<file path="config.mk">
export PLATFORM = sky130hd
export DESIGN_NAME = mips_multicycle_ctrl
export DESIGN_NICKNAME = d
export VERILOG_FILES = /design/src/rtl/mips_multicycle_ctrl.sv
export SDC_FILE = /design/constraint.sdc
export NUM_CORES = 1
export LEC_CHECK = 0
export CAP_MARGIN = 20
export CELL_PAD_IN_SITES_DETAIL_PLACEMENT = 0
export CELL_PAD_IN_SITES_GLOBAL_PLACEMENT = 1
export CORE_ASPECT_RATIO = 1.75
export CORE_MARGIN = 2
export CORE_UTILIZATION = 22
export DETAILED_ROUTE_END_ITERATION = 10
export PLACE_DENSITY_LB_ADDON = 0.1
export SLEW_MARGIN = 0
export SYNTH_ARGS = -nofsm -noshare
export SYNTH_HDL_FRONTEND = slang
export SYNTH_SLANG_ARGS = --single-unit
export TNS_END_PERCENT = 20
</file>
<file path="constraint.sdc">
create_clock -name clk -period 1.45 [get_ports clk]
set_input_delay 0.29 -clock clk [delete_from_list [all_inputs] [get_ports clk]]
set_output_delay 0.29 -clock clk [all_outputs]
set_load 0.02 [all_outputs]
</file>
<file path="src/rtl/mips_multicycle_ctrl.sv">
// mips_multicycle_ctrl
// Main control FSM for the multicycle MIPS datapath. Each instruction is
// sequenced through fetch, decode, execute, memory and writeback. The FSM
// drives the datapath mux selects and write enables, and produces the 3-bit
// alu_op used by the ALU control decoder. FETCH, MEMREAD and MEMWRITE wait
// on mem_ready, so the FSM stalls while memory is slow.
//
// Ports
//   clk            system clock, rising edge
//   rst            synchronous active-high reset
//   opcode[5:0]    instr[31:26] from IR, stable from DECODE until FETCH
//   mem_ready      memory access completes this cycle
//   pc_write       unconditional PC load
//   pc_write_cond  PC load if ALU zero (branch)
//   pc_source[1:0] 00 ALU result, 01 ALUOut, 10 jump target
//   iord           0 PC address, 1 ALUOut address
//   mem_read       memory read
//   mem_write      memory write
//   ir_write       IR load
//   mem_to_reg     1 selects MDR as register write data
//   reg_dst        1 rd, 0 rt
//   reg_write      register file write
//   alu_src_a      0 PC, 1 A
//   alu_src_b[1:0] 00 B, 01 const 4, 10 imm, 11 imm<<2
//   alu_op[2:0]    000 add, 001 sub, 010 R-type funct, 011 and, 100 or
//   zero_ext       immediate is zero-extended (andi/ori)
//   illegal_op     unsupported opcode seen in DECODE
//   state[3:0]     current state, for debug
module mips_multicycle_ctrl (
  input  logic       clk,
  input  logic       rst,
  input  logic [5:0] opcode,
  input  logic       mem_ready,
  output logic       pc_write,
  output logic       pc_write_cond,
  output logic [1:0] pc_source,
  output logic       iord,
  output logic       mem_read,
  output logic       mem_write,
  output logic       ir_write,
  output logic       mem_to_reg,
  output logic       reg_dst,
  output logic       reg_write,
  output logic       alu_src_a,
  output logic [1:0] alu_src_b,
  output logic [2:0] alu_op,
  output logic       zero_ext,
  output logic       illegal_op,
  output logic [3:0] state
);

  typedef enum logic [3:0] {
    FETCH    = 4'd0,
    DECODE   = 4'd1,
    MEMADDR  = 4'd2,
    MEMREAD  = 4'd3,
    MEMWB    = 4'd4,
    MEMWRITE = 4'd5,
    EXEC     = 4'd6,
    RWB      = 4'd7,
    BRANCH   = 4'd8,
    JUMP     = 4'd9,
    IEXEC    = 4'd10,
    IWB      = 4'd11
  } state_t;

  localparam logic [5:0] OP_R    = 6'b000000;
  localparam logic [5:0] OP_LW   = 6'b100011;
  localparam logic [5:0] OP_SW   = 6'b101011;
  localparam logic [5:0] OP_BEQ  = 6'b000100;
  localparam logic [5:0] OP_J    = 6'b000010;
  localparam logic [5:0] OP_ADDI = 6'b001000;
  localparam logic [5:0] OP_ANDI = 6'b001100;
  localparam logic [5:0] OP_ORI  = 6'b001101;

  state_t state_q;
  state_t state_d;
  logic   is_logic_imm;

  // andi/ori take a zero-extended immediate in both IEXEC and IWB.
  assign is_logic_imm = (opcode == OP_ANDI) || (opcode == OP_ORI);
  assign state        = state_q;

  // State register. Reset wins over everything, including a memory stall,
  // so a hung access can always be abandoned.
  always_ff @(posedge clk) begin
    if (rst) begin
      state_q <= FETCH;
    end else begin
      state_q <= state_d;
    end
  end

  // Next-state and output decode. Every output starts at 0 and each state
  // only raises what it needs. Stall states hold themselves until mem_ready,
  // and since their outputs depend only on the state (plus mem_ready for the
  // fetch strobes) they stay constant for the whole stall.
  always_comb begin
    state_d       = FETCH;
    pc_write      = 1'b0;
    pc_write_cond = 1'b0;
    pc_source     = 2'b00;
    iord          = 1'b0;
    mem_read      = 1'b0;
    mem_write     = 1'b0;
    ir_write      = 1'b0;
    mem_to_reg    = 1'b0;
    reg_dst       = 1'b0;
    reg_write     = 1'b0;
    alu_src_a     = 1'b0;
    alu_src_b     = 2'b00;
    alu_op        = 3'b000;
    zero_ext      = 1'b0;
    illegal_op    = 1'b0;

    case (state_q)
      FETCH: begin
        mem_read  = 1'b1;
        alu_src_b = 2'b01;
        // IR and PC load only in the cycle the read completes, so each
        // fetch produces exactly one pulse however long it stalls.
        ir_write  = mem_ready;
        pc_write  = mem_ready;
        state_d   = mem_ready ? DECODE : FETCH;
      end
      DECODE: begin
        alu_src_b = 2'b11;
        case (opcode)
          OP_R:                     state_d = EXEC;
          OP_LW, OP_SW:             state_d = MEMADDR;
          OP_BEQ:                   state_d = BRANCH;
          OP_J:                     state_d = JUMP;
          OP_ADDI, OP_ANDI, OP_ORI: state_d = IEXEC;
          default: begin
            state_d    = FETCH;
            illegal_op = 1'b1;
          end
        endcase
      end
      MEMADDR: begin
        alu_src_a = 1'b1;
        alu_src_b = 2'b10;
        if (opcode == OP_LW) begin
          state_d = MEMREAD;
        end else if (opcode == OP_SW) begin
          state_d = MEMWRITE;
        end
      end
      MEMREAD: begin
        mem_read = 1'b1;
        iord     = 1'b1;
        state_d  = mem_ready ? MEMWB : MEMREAD;
      end
      MEMWB: begin
        reg_write  = 1'b1;
        mem_to_reg = 1'b1;
      end
      MEMWRITE: begin
        // mem_write stays up for the whole stall; memory commits on the
        // mem_ready cycle.
        mem_write = 1'b1;
        iord      = 1'b1;
        state_d   = mem_ready ? FETCH : MEMWRITE;
      end
      EXEC: begin
        alu_src_a = 1'b1;
        alu_op    = 3'b010;
        state_d   = RWB;
      end
      RWB: begin
        reg_write = 1'b1;
        reg_dst   = 1'b1;
      end
      BRANCH: begin
        alu_src_a     = 1'b1;
        alu_op        = 3'b001;
        pc_write_cond = 1'b1;
        pc_source     = 2'b01;
      end
      JUMP: begin
        pc_write  = 1'b1;
        pc_source = 2'b10;
      end
      IEXEC: begin
        alu_src_a = 1'b1;
        alu_src_b = 2'b10;
        zero_ext  = is_logic_imm;
        if (opcode == OP_ANDI) begin
          alu_op = 3'b011;
        end else if (opcode == OP_ORI) begin
          alu_op = 3'b100;
        end
        state_d = IWB;
      end
      IWB: begin
        reg_write = 1'b1;
        zero_ext  = is_logic_imm;
      end
      default: begin
        state_d = FETCH;
      end
    endcase

    // Nothing may be written while reset is held, even if the state
    // register still shows a writing state before the reset edge.
    if (rst) begin
      pc_write      = 1'b0;
      pc_write_cond = 1'b0;
      ir_write      = 1'b0;
      mem_write     = 1'b0;
      reg_write     = 1'b0;
      illegal_op    = 1'b0;
    end
  end

endmodule

</file>
==> flow_summary_export.csv <==
group,metric,value,unit
timing,setup_slack,-0.371,ns
timing,fmax,0.549,GHz
synthesis,syn_avg_cell_area,6.24,µm²
die,initial_core_util,0.233,
clock_network,cts_tree,"yes",
clock_network,numCtsBuffers,3,
drt,viasPerCell,4.94,
synthesis,synth_area,581,µm²
setup_path,start_kind,"flip-flop",
power_and_ir_drop,leakage,0.648,nW
setup_path,startpoint,"state[2]",
synthesis,syn-num-nets,102,
die,pin_count,32,
hold_path,min_from,"opcode[3]",
grt,grt_pass1_wl,4390,µm
finish,insertedDiodeCount,0,
power_and_ir_drop,power,0.000628,W
placement,place_hpwl,1950,µm
timing,final_hold_viol_count,0,
finish,layout-drive-gt1-share,0.676,
synthesis,postSynth.asyncResetShare,0,
finish,multi_input_area,653,µm²
timing,fin_hold_ws,0.437,ns
clock_network,clockBufferDepth,2,
timing,clock-skew-final,0.00318,ns
finish,fillers,242,
timing,slew_violations,0,
grt,grt_usage,0.186,
finish,nets,181,
status,violations,"setup timing",
die,fp.dieArea,3080,µm²
setup_path,worstSetupPathType,"reg -> out",
finish,fin_cells,196,
clock_network,root_buffer,"clkbuf_8",
synthesis,yosysSeqAreaShare,0.138,
drt,vias,968,
setup_path,crit_required,1.16,ns
finish,finalInstanceArea,1520,µm²
finish,areaGrowthSynthToFinish,161,%
die,chipWidth,42.8,µm
die,die_h,72.0,µm
placement,gp_congestion,0.811,
synthesis,yosys_warnings,0,
timing,layout_min_cycle_time,1.82,ns
synthesis,ys_seq_elements,4,
synthesis,synthCells,93,
timing,worst_slew_pin_slew,0.400,ns
synthesis,synth_top_cell_by_area,"dfxtp_1",
clock_network,htreeDepth,1,
grt,grt_remaining_overflow,0,
die,core_area,2490,µm²
drt,ant_nets,0,
hold_path,min_path_type,"in -> reg",
setup_path,cp_max_fo,2,
setup_path,critPathCaptureType,"output pin",
drt,wire_per_inst,13.7,µm
setup_path,r2r_start,"state[0]",
synthesis,yosys-top-cells-area,"dfxtp_1 (14%), a21oi_1 (7.8%), nor2_1 (7.8%), nand2b_1 (5.4%), nor4_1 (5.4%)",
clock_network,path_clk_slew,0.03,ns
clock_network,clkLatencyLatePin,0.22,ns
die,row_count,24,
drt,wl,2680,µm
clock_network,cts-hold-fix-buffers,0,
synthesis,synth_edf_count,0,
status,outcome,"complete, but fails checks",
power_and_ir_drop,peakVddDrop,0.000341,V
placement,placed_cell_area,1200,µm²
setup_path,worstPathArrival,1.53,ns
grt,grt_antenna_before_repair,0,
synthesis,synth-main-ff-cell,"dfxtp_1",
clock_network,cts.sinks,4,
timing,setup_violations,19,
placement,io_buffers,31,
drt,first_pass_iters,4,
job,maxCapViolCount,0,
timing,rsz0062_at_grt,"yes",
timing,relSlewSlack,0.731,
finish,largest_register_ffs,4,
synthesis,synth_top_area_share,0.138,
drt,drc,0,
power_and_ir_drop,p_per_area,414,nW/µm²
synthesis,ys_types,29,
timing,final.setup.tns,-2.59,ns
timing,period_share,1.26,
finish,regArea,85.1,µm²
drt,drt_iter0_markers,10,
grt,grt_pass1_vias,940,
grt,grt_max_degree,12,
placement,place_inst,179,
-- metal layers --
layer | vias to the layer above | share of wire | GRT usage
li1 | 490 | - | -
met1 | 446 | 0.35 | 0.187
met2 | 23 | 0.60 | 0.355
met3 | 9 | 0.025 | 0.0323
met4 | 0 | 0.031 | 0.0833
met5 | - | 0 | 0
-- power by group --
part	switching, W	internal [W]	total [W]
sequential	0.00000252	0.000115	0.000117
clock	0.0000570	0.000177	0.000234
combinational	0.000129	0.000148	0.000277
total	0.000188	0.000440	0.000628
-- cell usage in the layout (no fill, tap or decap), drive strengths merged --
| cell | netlist | layout |
|---|---|---|
| buf | 6 | 73 |
| dlygate4sd2 | 0 | 3 |
| or4 | 2 | 2 |
| nor3 | 7 | 7 |
| nor2b | 3 | 3 |
| a21oi | 9 | 9 |
| nand3 | 5 | 5 |
| nor4 | 5 | 5 |
| clkdlybuf4s15 | 0 | 2 |
| nand3b | 1 | 1 |
| or3b | 1 | 1 |
| and3b | 1 | 1 |
| or2 | 5 | 5 |
| maj3 | 1 | 1 |
| o211ai | 2 | 2 |
| nor2 | 12 | 12 |
| dfxtp | 4 | 4 |
| nand2 | 4 | 4 |
| inv | 4 | 4 |
| a31oi | 4 | 4 |
| xnor2 | 1 | 1 |
| o21ai | 5 | 5 |
| nand2b | 5 | 6 |
| and2 | 1 | 1 |
| nor3b | 3 | 3 |
| a21boi | 1 | 1 |
| clkbuf | 1 | 5 |
-- layout make-up --
class	instances	share of cell area
clock buffer	3	0.0272
inverter	4	0.00989
sequential	4	0.0561
timing repair buffer	80	0.455
multi-input combinational	79	0.430
tap	26	0.0214
-- cell families (layout without fill, tap and decap cells) --
kind of cell	Yosys count	count (layout)	share of synthesized area
buffers and inverters	11	87	0.0991
flip-flops	4	4	0.138
AND/OR/NAND/NOR	55	56	0.528
AO/OA/AOI/OAI	21	21	0.203
XOR/XNOR	1	1	0.0151
adder cells (fa/ha/maj)	1	1	0.0172
-- through the flow --
stage / worst slack [ns] / utilization
floorplan: -0.427 / -
global placement: -1.05 / 0.481
detailed placement: -1.05 / 0.481
CTS: -0.469 / 0.547
global route: -0.412 / 0.609
finish: -0.371 / 0.609
-- Yosys cell counts (all sizes together), types with 2 or more instances --
cell type and instances:
a31oi 4, or2 5, nand2 4, o21ai 5, nor2b 3, o211ai 2
nand2b 5, or4 2, nor4 5, nor3 7, a21oi 9, inv 4
buf 6, nor2 12, nor3b 3, dfxtp 4, nand3 5
-- critical path, cell delays in order, from the launching register on --
cell,delay [ns]
dfxtp_2,0.30
or2_4,0.25
or4_4,0.44
nor3_4,0.19
buf_6,0.14
-- what timing repair did --
item                       CTS  global route
gates cloned                 1             0
gates resized for setup    165            30
pin swaps                   11            12
setup buffers                4             9
setup endpoints to repair   27            25
-- worst paths after layout --
check | slack, ns | cells past startpoint | end
setup / recovery | -0.37 | 4 | illegal_op
hold / removal | 0.44 | 4 | state[1]
setup reg to reg | -0.11 | 6 | state[0]
hold reg to reg | 0.69 | 3 | state[0]
(Power assumes the default switching activity.)
